==> src/rtl/mc_chroma_ip_ctrl_pkg.sv <==
// Shared encodings for the chroma interpolator sequencer: block-size codes,
// plane codes, rows-per-column constants and the controller state type.
package mc_chroma_ip_ctrl_pkg;

  // Chroma block dimension code: 0=4, 1=8, 2=16, 3=32 samples.
  typedef enum logic [1:0] {
    BLK_4  = 2'd0,
    BLK_8  = 2'd1,
    BLK_16 = 2'd2,
    BLK_32 = 2'd3
  } blk_code_e;

  localparam logic PLANE_U = 1'b0;
  localparam logic PLANE_V = 1'b1;

  // Input rows fetched per output column: a fractional vertical phase needs
  // the 4-tap filter support (3 extra rows), an integer one does not.
  localparam logic [2:0] ROWS_FRAC = 3'd7;
  localparam logic [2:0] ROWS_INT  = 3'd4;

  typedef enum logic [2:0] {
    ST_IDLE  = 3'd0,
    ST_INIT  = 3'd1,
    ST_FETCH = 3'd2,
    ST_DRAIN = 3'd3,
    ST_DONE  = 3'd4
  } ctrl_state_e;

  // Index of the last column (W-1) for a width code.
  function automatic logic [4:0] col_last(input logic [1:0] code);
    col_last = 5'd3;
    case (code)
      BLK_4:   col_last = 5'd3;
      BLK_8:   col_last = 5'd7;
      BLK_16:  col_last = 5'd15;
      BLK_32:  col_last = 5'd31;
      default: col_last = 5'd3;
    endcase
  endfunction

  // Index of the last 4-row strip (H/4-1) for a height code.
  function automatic logic [2:0] strip_last(input logic [1:0] code);
    strip_last = 3'd0;
    case (code)
      BLK_4:   strip_last = 3'd0;
      BLK_8:   strip_last = 3'd1;
      BLK_16:  strip_last = 3'd3;
      BLK_32:  strip_last = 3'd7;
      default: strip_last = 3'd0;
    endcase
  endfunction

endpackage

==> src/rtl/mc_chroma_ip_addr_gen.sv <==
// Reference read address walker for one chroma PU.
// Nesting, innermost first: row r, column c, strip s, plane p.
// last is high on the final read of the PU; stepping on last wraps to zero.
module mc_chroma_ip_addr_gen
  import mc_chroma_ip_ctrl_pkg::*;
(
  input  logic       clk,
  input  logic       rstn,
  input  logic       clear,
  input  logic       step,
  input  logic       frac_rows,
  input  logic [1:0] w_code,
  input  logic [1:0] h_code,
  output logic       plane,
  output logic [4:0] col,
  output logic [5:0] row_y,
  output logic       last
);

  logic [2:0] r_q;
  logic [4:0] c_q;
  logic [2:0] s_q;
  logic       p_q;
  logic [2:0] r_last;
  logic       r_end;
  logic       c_end;
  logic       s_end;

  // End-of-loop detection for each nesting level
  always_comb begin
    r_last = frac_rows ? (ROWS_FRAC - 3'd1) : (ROWS_INT - 3'd1);
    r_end  = (r_q == r_last);
    c_end  = (c_q == col_last(w_code));
    s_end  = (s_q == strip_last(h_code));
    last   = r_end & c_end & s_end & (p_q == PLANE_V);
  end

  // Nested counters: each level advances when all inner levels wrap
  always_ff @(posedge clk or negedge rstn) begin
    if (!rstn) begin
      r_q <= '0;
      c_q <= '0;
      s_q <= '0;
      p_q <= PLANE_U;
    end else if (clear) begin
      r_q <= '0;
      c_q <= '0;
      s_q <= '0;
      p_q <= PLANE_U;
    end else if (step) begin
      if (!r_end) begin
        r_q <= r_q + 3'd1;
      end else begin
        r_q <= '0;
        if (!c_end) begin
          c_q <= c_q + 5'd1;
        end else begin
          c_q <= '0;
          if (!s_end) begin
            s_q <= s_q + 3'd1;
          end else begin
            s_q <= '0;
            p_q <= ~p_q;
          end
        end
      end
    end
  end

  // Row relative to buffer origin (intY-1): integer phase skips the top
  // filter-support row.
  always_comb begin
    plane = p_q;
    col   = c_q;
    row_y = {1'b0, s_q, 2'b00} + {3'b000, r_q} + (frac_rows ? 6'd0 : 6'd1);
  end

endmodule

==> src/rtl/mc_chroma_ip_ctrl.sv <==
// Sequencer for the single-pipe chroma fractional interpolator.
// Walks a chroma PU (U then V, 4-row strips, columns, input rows), issues one
// reference read per cycle, drives blk_start/frac/ref_valid, and maps returned
// fractional pixels to prediction-buffer write coordinates.
// Handshake: there is no back-pressure; a read issued with ref_rd_en_o is
// presented to the interpolator as ref_valid_o exactly RD_LAT cycles later,
// and every ip_valid_i seen in FETCH/DRAIN is one output pixel, written in
// the same cycle via wr_en_o.
// Optional feature macro MC_CHROMA_CTRL_TMO_EN: drain timeout with sticky
// err_o; without it DRAIN waits indefinitely and err_o stays low.
module mc_chroma_ip_ctrl
  import mc_chroma_ip_ctrl_pkg::*;
#(
  parameter int RD_LAT    = 1,
  parameter int DRAIN_TMO = 16
) (
  input  logic       clk,
  input  logic       rstn,
  input  logic       start_i,
  input  logic [1:0] blk_w_i,
  input  logic [1:0] blk_h_i,
  input  logic [2:0] fracx_i,
  input  logic [2:0] fracy_i,
  output logic       busy_o,
  output logic       done_o,
  output logic       err_o,
  output logic       ref_rd_en_o,
  output logic       ref_rd_plane_o,
  output logic [5:0] ref_rd_x_o,
  output logic [5:0] ref_rd_y_o,
  output logic       ip_blk_start_o,
  output logic [2:0] ip_fracx_o,
  output logic [2:0] ip_fracy_o,
  output logic       ref_valid_o,
  input  logic       ip_valid_i,
  output logic       wr_en_o,
  output logic       wr_plane_o,
  output logic [4:0] wr_x_o,
  output logic [4:0] wr_y_o
);

  ctrl_state_e       state_q;
  ctrl_state_e       state_d;
  logic [1:0]        w_q;
  logic [1:0]        h_q;
  logic [2:0]        fracx_q;
  logic [2:0]        fracy_q;
  logic              start_acc;
  logic              count_en;
  logic              drain_full;
  logic              tmo_hit;
  logic              ag_plane;
  logic [4:0]        ag_col;
  logic [5:0]        ag_row;
  logic              ag_last;
  logic [RD_LAT-1:0] rv_q;
  logic [11:0]       out_cnt_q;
  logic [11:0]       out_total;
  logic [1:0]        ok_q;
  logic [4:0]        oc_q;
  logic [2:0]        os_q;
  logic              op_q;

  // FSM state register
  always_ff @(posedge clk or negedge rstn) begin
    if (!rstn) state_q <= ST_IDLE;
    else       state_q <= state_d;
  end

  // FSM next state; start is only accepted from IDLE
  always_comb begin
    state_d   = state_q;
    start_acc = 1'b0;
    case (state_q)
      ST_IDLE: begin
        if (start_i) begin
          start_acc = 1'b1;
          state_d   = ST_INIT;
        end
      end
      ST_INIT:  state_d = ST_FETCH;
      ST_FETCH: if (ag_last) state_d = ST_DRAIN;
      ST_DRAIN: if (drain_full || tmo_hit) state_d = ST_DONE;
      ST_DONE:  state_d = ST_IDLE;
      default:  state_d = ST_IDLE;
    endcase
  end

  // PU configuration, held from accepted start until the next one
  always_ff @(posedge clk or negedge rstn) begin
    if (!rstn) begin
      w_q     <= '0;
      h_q     <= '0;
      fracx_q <= '0;
      fracy_q <= '0;
    end else if (start_acc) begin
      w_q     <= blk_w_i;
      h_q     <= blk_h_i;
      fracx_q <= fracx_i;
      fracy_q <= fracy_i;
    end
  end

  mc_chroma_ip_addr_gen u_addr_gen (
    .clk       (clk),
    .rstn      (rstn),
    .clear     (start_acc),
    .step      (ref_rd_en_o),
    .frac_rows (fracy_q != 3'd0),
    .w_code    (w_q),
    .h_code    (h_q),
    .plane     (ag_plane),
    .col       (ag_col),
    .row_y     (ag_row),
    .last      (ag_last)
  );

  // Status, interpolator control and read-port outputs; address is forced to
  // zero outside reads so the port is quiet when idle
  always_comb begin
    busy_o         = (state_q != ST_IDLE);
    done_o         = (state_q == ST_DONE);
    ip_blk_start_o = (state_q == ST_INIT);
    ref_rd_en_o    = (state_q == ST_FETCH);
    ref_rd_plane_o = ref_rd_en_o ? ag_plane : 1'b0;
    ref_rd_x_o     = ref_rd_en_o ? {1'b0, ag_col} : 6'd0;
    ref_rd_y_o     = ref_rd_en_o ? ag_row : 6'd0;
    ip_fracx_o     = fracx_q;
    ip_fracy_o     = fracy_q;
    ref_valid_o    = rv_q[RD_LAT-1];
  end

  // Read-data valid delay line matching the reference buffer latency
  always_ff @(posedge clk or negedge rstn) begin
    if (!rstn) begin
      rv_q <= '0;
    end else begin
      rv_q[0] <= ref_rd_en_o;
      for (int i = 1; i < RD_LAT; i++) rv_q[i] <= rv_q[i-1];
    end
  end

  // Output accounting: 2*W*H = 32 << (w_code + h_code)
  always_comb begin
    count_en   = ip_valid_i & ((state_q == ST_FETCH) | (state_q == ST_DRAIN));
    out_total  = 12'd32 << ({1'b0, w_q} + {1'b0, h_q});
    drain_full = ((out_cnt_q + {11'd0, count_en}) == out_total);
    wr_en_o    = count_en;
    wr_plane_o = op_q;
    wr_x_o     = oc_q;
    wr_y_o     = {os_q, ok_q};
  end

  // Output coordinate counter: row-in-strip k, column, strip, plane
  always_ff @(posedge clk or negedge rstn) begin
    if (!rstn) begin
      out_cnt_q <= '0;
      ok_q      <= '0;
      oc_q      <= '0;
      os_q      <= '0;
      op_q      <= PLANE_U;
    end else if (start_acc) begin
      out_cnt_q <= '0;
      ok_q      <= '0;
      oc_q      <= '0;
      os_q      <= '0;
      op_q      <= PLANE_U;
    end else if (count_en) begin
      out_cnt_q <= out_cnt_q + 12'd1;
      ok_q      <= ok_q + 2'd1;
      if (ok_q == 2'd3) begin
        if (oc_q == col_last(w_q)) begin
          oc_q <= '0;
          if (os_q == strip_last(h_q)) begin
            os_q <= '0;
            op_q <= ~op_q;
          end else begin
            os_q <= os_q + 3'd1;
          end
        end else begin
          oc_q <= oc_q + 5'd1;
        end
      end
    end
  end

`ifdef MC_CHROMA_CTRL_TMO_EN
  localparam int TMO_W = $clog2(DRAIN_TMO + 1);

  logic [TMO_W-1:0] tmo_q;
  logic             err_q;

  // Timeout fires on the DRAIN_TMO-th consecutive DRAIN cycle without a pixel
  always_comb begin
    tmo_hit = (state_q == ST_DRAIN) && !ip_valid_i && !drain_full &&
              (tmo_q == TMO_W'(DRAIN_TMO - 1));
    err_o   = err_q;
  end

  // Idle-cycle counter in DRAIN and sticky error flag
  always_ff @(posedge clk or negedge rstn) begin
    if (!rstn) begin
      tmo_q <= '0;
      err_q <= 1'b0;
    end else begin
      if ((state_q != ST_DRAIN) || ip_valid_i) tmo_q <= '0;
      else                                     tmo_q <= tmo_q + 1'b1;
      if (start_acc)    err_q <= 1'b0;
      else if (tmo_hit) err_q <= 1'b1;
    end
  end
`else
  // No timeout: DRAIN waits for every pixel. err_o stays low for any legal
  // DRAIN_TMO (>= 1); a nonsensical setting shows up as a stuck error.
  always_comb begin
    tmo_hit = 1'b0;
    err_o   = (DRAIN_TMO < 1);
  end
`endif

endmodule

==> config.mk <==
export PLATFORM = sky130hd
export DESIGN_NAME = mc_chroma_ip_ctrl
export DESIGN_NICKNAME = d
export VERILOG_FILES = /design/src/rtl/mc_chroma_ip_ctrl_pkg.sv /design/src/rtl/mc_chroma_ip_addr_gen.sv /design/src/rtl/mc_chroma_ip_ctrl.sv
export SDC_FILE = /design/constraint.sdc
export NUM_CORES = 1
export LEC_CHECK = 0
export CORE_UTILIZATION = 50
export DETAILED_ROUTE_END_ITERATION = 10
export PLACE_DENSITY = 0.74
export SYNTH_ARGS = -nofsm -noshare
export SYNTH_HDL_FRONTEND = slang
export SYNTH_SLANG_ARGS = --single-unit
==> constraint.sdc <==
create_clock -name clk -period 6.5 [get_ports clk]
set_clock_uncertainty 0.2 [all_clocks]
set_input_delay 0.975 -clock clk [delete_from_list [all_inputs] [get_ports clk]]
set_output_delay 0.975 -clock clk [all_outputs]
set_load 0.02 [all_outputs]
==> Word level (Yosys, flattened, before mapping) <==
Index checks and enable logic that the tools add are counted.
{ "op_classes": {"n_mux": 55, "n_bitwise": 7, "n_reduce_logical": 20, "eq_ne": 20, "addsub": 11, "n_shift": 1} }
{ "op_table": {"columns": ["cell", "count"], "rows": [
  ["3-bit two-way mux", 21],
  ["5-bit two-way mux", 12],
  ["12-bit two-way mux", 2],
  ["3-bit one-hot mux with 4 select lines", 2],
  ["5-bit one-hot mux with 4 select lines", 1],
  ["2-bit nonzero test", 8],
  ["1-bit two-way mux", 14],
  ["12-bit by 1-bit adder with 12-bit output", 1],
  ["12-bit by 1-bit adder with 12-bit output, second input constant", 1],
  ["12-bit == test", 1],
  ["6-bit by 3-bit << shifter with 12-bit output, first input constant", 1],
  ["5-bit by 1-bit adder with 5-bit output, second input constant", 2],
  ["2-bit == test, second input constant", 5],
  ["5-bit == test", 2],
  ["3-bit by 1-bit adder with 3-bit output, second input constant", 3],
  ["3-bit == test", 3],
  ["3-bit AND reduction", 3],
  ["4-bit AND reduction", 2],
  ["5-bit by 3-bit adder with 6-bit output", 1],
  ["6-bit adder", 1],
  ["3-bit by 2-bit == test with 1-bit output, second input constant", 2],
  ["6-bit two-way mux", 1],
  ["3-bit nonzero test", 2],
  ["1-bit bitwise AND", 4],
  ["other kinds (13)", 19]
]} }
{ "word_totals": {"in_bits": 14, "regBits": 49, "wordCells": 129, "output_inout_bits": 37} }

==> Longest topological paths before layout <==
{ "depth": {"ltp_word": 16, "depth_mapped": 11, "depth_no_buf": 9} }

==> Cells and area by module <==
From an unflattened synthesis, not the netlist that was laid out.
{ "unflattened": {"hier_cells": 334, "area_unflattened_um2": 3144.3} }
{ "modules_own_cells": {"columns": ["mod", "cells_each", "area_per_inst_um2", "seq_area_each_um2", "n_inst"], "rows": [
  ["mc_chroma_ip_ctrl", 240, 2267.2, 925.9, 1],
  ["mc_chroma_ip_addr_gen", 94, 877.1, 300.3, 1]
]} }

==> Worst setup path after synthesis <==
OpenSTA, ideal clock, no wires.
{ "synth_path": {"kind": "in2reg", "from": "input ip_valid_i", "to": "register state_q[0]", "arrival_time_ps": 2640, "n_path_buf": 1, "slack_ps": 3538, "required_time_ps": 6178, "setup_time_ps": 122, "path_stages": 10, "path_cell_list": "and3b_1 -> buf_4 -> ha_1 -> ha_1 -> nand3_1 -> nor3_1 -> xnor2_1 -> nor4_1 -> nand4_1 -> a32o_1"} }
{ "synth_via": {"elab_chain_len": 5} }
{ "synth_rtl": {"columns": ["element", "line_no", "rtl"], "rows": [
  ["start, declared", "mc_chroma_ip_ctrl.sv:35", "input logic ip_valid_i,"],
  ["1-bit bitwise AND", "mc_chroma_ip_ctrl.sv:145", "count_en = ip_valid_i & ((state_q == ST_FETCH) | (state_q == ST_DRAIN));"],
  ["net wr_en_o", "mc_chroma_ip_ctrl.sv:36", "output logic wr_en_o,"],
  ["12-bit by 1-bit adder with 12-bit output", "mc_chroma_ip_ctrl.sv:147", "drain_full = ((out_cnt_q + {11'd0, count_en}) == out_total);"],
  ["12-bit == test", "mc_chroma_ip_ctrl.sv:147", null],
  ["2-bit != test (no source line)", null, null],
  ["3-bit AND reduction (no source line)", null, null],
  ["end signal, assigned", "mc_chroma_ip_ctrl.sv:67", "else state_q <= state_d;"],
  ["end, declared", "mc_chroma_ip_ctrl.sv:42", "ctrl_state_e state_q;"]
]} }
The timed path passes the listed nets, and every way through them passes these cells.
A chain may end at the register's enable or synchronous reset.

==> Worst setup path in the final report <==
{ "layout_path": {"from": "input ip_valid_i", "to": "output wr_en_o"} }
{ "layout_via": {"elab_chain_len": 1} }
{ "layout_rtl": {"columns": ["element", "line_no"], "rows": [
  ["1-bit bitwise AND", "mc_chroma_ip_ctrl.sv:145"],
  ["end, declared", "mc_chroma_ip_ctrl.sv:36"]
]} }
Every way passes these cells.

==> report_table.html <==
<table>
<tr><th>Metric</th><th>Value</th></tr>
<tr><th colspan="2">Run status</th></tr>
<tr><td>Run status</td><td>completed</td></tr>
<tr><th colspan="2">Synth</th></tr>
<tr><td>Mean area per synthesized cell</td><td>9.12 µm²</td></tr>
<tr><td>Post-Syn Instances</td><td>around 340</td></tr>
<tr><td>Top cells by area in the synthesized netlist</td><td>dfrtp_1 39%, ha_1 5.2%, xnor2_1 4.5%</td></tr>
<tr><td>Count of distinct cell types in the synthesized netlist</td><td>56</td></tr>
<tr><td>Dominant cell type by area after synthesis</td><td>dfrtp_1</td></tr>
<tr><td>Count leader, synth</td><td>dfrtp_1</td></tr>
<tr><td>Synth top cells by count</td><td>49 x dfrtp_1, 32 x nor2_1, 27 x nand2_1</td></tr>
<tr><td>Number of enable-type register cells in the synthesized netlist</td><td>0</td></tr>
<tr><td>Sequential share of the synthesized area</td><td>0.392</td></tr>
<tr><td>Post-synthesis sequential element count</td><td>49</td></tr>
<tr><td>Main flop type after synthesis</td><td>dfrtp_1</td></tr>
<tr><td>Share of synthesized flip-flops with an asynchronous set or reset</td><td>1.00</td></tr>
<tr><td>Count of synthesis-stage warnings from yosys</td><td>0</td></tr>
<tr><td>Mapped Area</td><td>approximately 0.0031 mm²</td></tr>
<tr><td>Share of Yosys cell area claimed by the top area cell type</td><td>0.392</td></tr>
<tr><th colspan="2">STA</th></tr>
<tr><td>Fmax</td><td>266 MHz</td></tr>
<tr><td>Worst slew pin tran</td><td>640 ps</td></tr>
<tr><td>Max transition margin</td><td>0.573</td></tr>
<tr><td>Final number of max-transition violations</td><td>0</td></tr>
<tr><td>Final setup viols</td><td>0</td></tr>
<tr><td>Setup repair after global routing missed its margin</td><td>false</td></tr>
<tr><td>Final cycle utilization of the critical path</td><td>0.579</td></tr>
<tr><td>Sum Neg Setup Slack</td><td>0 ps</td></tr>
<tr><td>Minimum period implied by the final worst setup slack</td><td>3760 ps</td></tr>
<tr><td>Number of failing hold endpoints at the final stage</td><td>0</td></tr>
<tr><th colspan="2">Final layout</th></tr>
<tr><td>Number of inserted diodes</td><td>0</td></tr>
<tr><td>Final core area utilization</td><td>0.617</td></tr>
<tr><td>Fraction of layout instances using a drive strength above 1</td><td>0.0789</td></tr>
<tr><td>Area added between synthesis and finish</td><td>18.1%</td></tr>
<tr><td>Number of flip-flops in the largest register</td><td>12</td></tr>
<tr><td>Top register by number of flip-flops</td><td>out_cnt_q</td></tr>
<tr><td># nets final</td><td>408</td></tr>
<tr><th colspan="2">Setup path</th></tr>
<tr><td>Critical Path AT</td><td>2590 ps</td></tr>
<tr><td>Nature of the critical path startpoint</td><td>input pin</td></tr>
<tr><td>Required time of the critical path</td><td>5320 ps</td></tr>
<tr><td>Crit-path max FO</td><td>11</td></tr>
<tr><td>Path type of the worst setup path</td><td>input pin to output port</td></tr>
<tr><td>Worst setup path start</td><td>ip_valid_i</td></tr>
<tr><td>Origin of the critical flop-to-flop path</td><td>state_q[1]</td></tr>
<tr><td>Critical Path Sink Type</td><td>output port</td></tr>
<tr><td>Logic depth of the worst register-to-register path</td><td>8</td></tr>
<tr><th colspan="2">Power and ir drop</th></tr>
<tr><td>Fraction of power spent switching nets</td><td>0.448</td></tr>
<tr><td>PD cells</td><td>485 mW/mm²</td></tr>
<tr><td>Relative contribution of the clock network to total power</td><td>0.105</td></tr>
<tr><td>Net load switching power</td><td>0.803 mW</td></tr>
<tr><td>Leakage power figure</td><td>1.53 nW</td></tr>
<tr><td>Internal cell power</td><td>between 0.9 and 1 mW</td></tr>
<tr><td>Gate power share</td><td>0.570</td></tr>
<tr><td>Worst IR drop on VDD</td><td>0.000367 V</td></tr>
<tr><td>Total power</td><td>1.79 mW</td></tr>
<tr><td>Part of the total power dissipated in sequential elements</td><td>0.325</td></tr>
<tr><th colspan="2">Global route</th></tr>
<tr><td>Maximum number of pins on one net before global-route repair</td><td>50</td></tr>
<tr><td>Vias in the first global route</td><td>about 2500</td></tr>
<tr><td>Overflow after GRT</td><td>0</td></tr>
<tr><td>GRT Resource Usage Total</td><td>0.217</td></tr>
<tr><td>Initial antenna violation count</td><td>0</td></tr>
<tr><td>First-pass GRT wire length</td><td>11200 µm</td></tr>
<tr><th colspan="2">Placement</th></tr>
<tr><td>Count of input and output buffers</td><td>48</td></tr>
<tr><td>Detailed placement HPWL</td><td>4520 µm</td></tr>
<tr><td>Final weighted congestion in routability-driven placement</td><td>0.869</td></tr>
<tr><th colspan="2">Floorplanning</th></tr>
<tr><td>Horizontal extent of the die</td><td>81.1 µm</td></tr>
<tr><td>Total die area</td><td>0.00658 mm²</td></tr>
<tr><td>Die Y</td><td>slightly above 80 µm</td></tr>
<tr><td>I/O Pins</td><td>51</td></tr>
<tr><td>Std cell rows</td><td>28</td></tr>
<tr><td>Starting utilization of the core area</td><td>0.522</td></tr>
<tr><td>Placeable core area</td><td>0.00599 mm²</td></tr>
<tr><th colspan="2">Clocking</th></tr>
<tr><td>Clock tree from TritonCTS</td><td>done</td></tr>
<tr><td>Number of H-tree branching levels</td><td>2</td></tr>
<tr><td>Number of buffers inserted for hold repair after clock tree synthesis</td><td>0</td></tr>
<tr><td>Clock latency on the worst-skew pair</td><td>310 ps</td></tr>
<tr><td>Number of resized instances in the post-cts repair step</td><td>0</td></tr>
<tr><td>Number of sinks handled by clock tree synthesis</td><td>49</td></tr>
<tr><td>Clock tree root driver cell</td><td>clkbuf_8</td></tr>
<tr><td>Number of CTS-inserted buffers</td><td>5</td></tr>
<tr><td>Buffers from clock root to sink, at most</td><td>2</td></tr>
<tr><td>Buffer count from post-CTS setup fixing</td><td>0</td></tr>
<tr><td>Register clock-pin slew on the reported worst setup and hold paths</td><td>90 ps</td></tr>
<tr><th colspan="2">Route</th></tr>
<tr><td>Routed via count divided by cell count</td><td>around 5.6</td></tr>
<tr><td>Pre-antenna DRT Iters</td><td>4</td></tr>
<tr><td>DRC viols</td><td>0</td></tr>
<tr><td>1st-iter DRT viols</td><td>108</td></tr>
<tr><td>Overall via count from detail_route</td><td>around 2600</td></tr>
<tr><td>Antenna-violating nets left</td><td>0</td></tr>
<tr><td>WL/cell</td><td>14.0 µm</td></tr>
<tr><td>Wirelength, routed</td><td>6390 µm</td></tr>
<tr><th colspan="2">Flow run</th></tr>
<tr><td>Max Cap Violations</td><td>0</td></tr>
<tr><th colspan="2">Worst hold path</th></tr>
<tr><td>Beginning of the worst hold path</td><td>ip_fracx_o[1]</td></tr>
<tr><td>Worst hold path stage count</td><td>1</td></tr>
<tr><td>Hold Crit Class</td><td>register to register</td></tr>
</table>
## layer usage
metal  GRT usage  part of all wire
met5           0                 0
met4      0.0536             0.014
met3      0.0315             0.037
met2       0.389              0.48
met1       0.271              0.47
## final cells by class
type / count / area (µm²)
timing repair buffer: 49 / 483
clock inverter: 1 / 7.51
clock buffer: 6 / 82.6
inverter: 10 / 37.5
sequential: 49 / 1230
tap: 75 / 93.8
fill: 501 / 2290
multi-input combinational: 265 / 1770
## stage by stage
step | setup slack, ps | cell area (µm²) | hold slack [ps] | std cells
detailed placement | 2710 | 3610 | 295 | 448
CTS | 2720 | 3700 | 315 | 455
global placement | 2730 | 3610 | 288 | 448
global route | 2600 | 3700 | 341 | 455
finish | 2740 | 3700 | 315 | 455
floorplan | 3540 | 3130 | 285 | 344
## worst max-delay path, stage by stage
cell and delay (ps):
clkdlybuf4s50_1 440, and3b_1 470, clkdlybuf4s50_1 700
## final timing paths
check                                end  slack [ps]
setup / recovery                 wr_en_o        2740
hold / removal             ip_fracx_o[1]         310
setup reg to reg              state_q[0]        3630
hold reg to reg            ip_fracx_o[1]         310
max in group asynchronous   out_cnt_q[4]        5100
min in group asynchronous  ip_fracx_o[1]         570
## kinds of logic (layout without fill, tap and decap cells)
logic type               count (synthesis)  in the layout  synth area share
adder cells (fa/ha/maj)                 14             14            0.0584
AO/OA/AOI/OAI                           63             63             0.129
multiplexers                            14             14            0.0480
other                                    1              2           0.00120
XOR/XNOR                                26             26            0.0728
buffers and inverters                   30             66            0.0452
AND/OR/NAND/NOR                        146            146             0.254
flip-flops                              49             49             0.392
## cell usage in the layout (no fill, tap or decap), drive strengths merged, types with 3 or more instances in the layout
| master | n |
|---|---|
| nand2 | 27 |
| nor2 | 33 |
| xor2 | 10 |
| and2 | 9 |
| or3 | 6 |
| inv | 10 |
| a21oi | 18 |
| mux2 | 8 |
| o31ai | 3 |
| clkbuf | 6 |
| nor4b | 3 |
| or4 | 3 |
| ha | 13 |
| dfrtp | 49 |
| xnor2 | 16 |
| o21ai | 23 |
| and3 | 3 |
| nand3 | 15 |
| nor4 | 4 |
| nor3b | 5 |
| nand2b | 7 |
| a31oi | 3 |
| mux2i | 6 |
| nand3b | 3 |
| clkdlybuf4s50 | 47 |
| nor3 | 15 |
| nand4 | 6 |
## power groups by stage
stage	Combinational (mW)	Sequential (mW)	Clock, mW
finish	1.02	0.582	0.187
CTS	1.03	0.582	0.191
global route	1.16	0.605	0.203
floorplan	0.702	0.577	0
global placement	0.999	0.580	0
detailed placement	1.03	0.589	0
(Power assumes the default switching activity.)
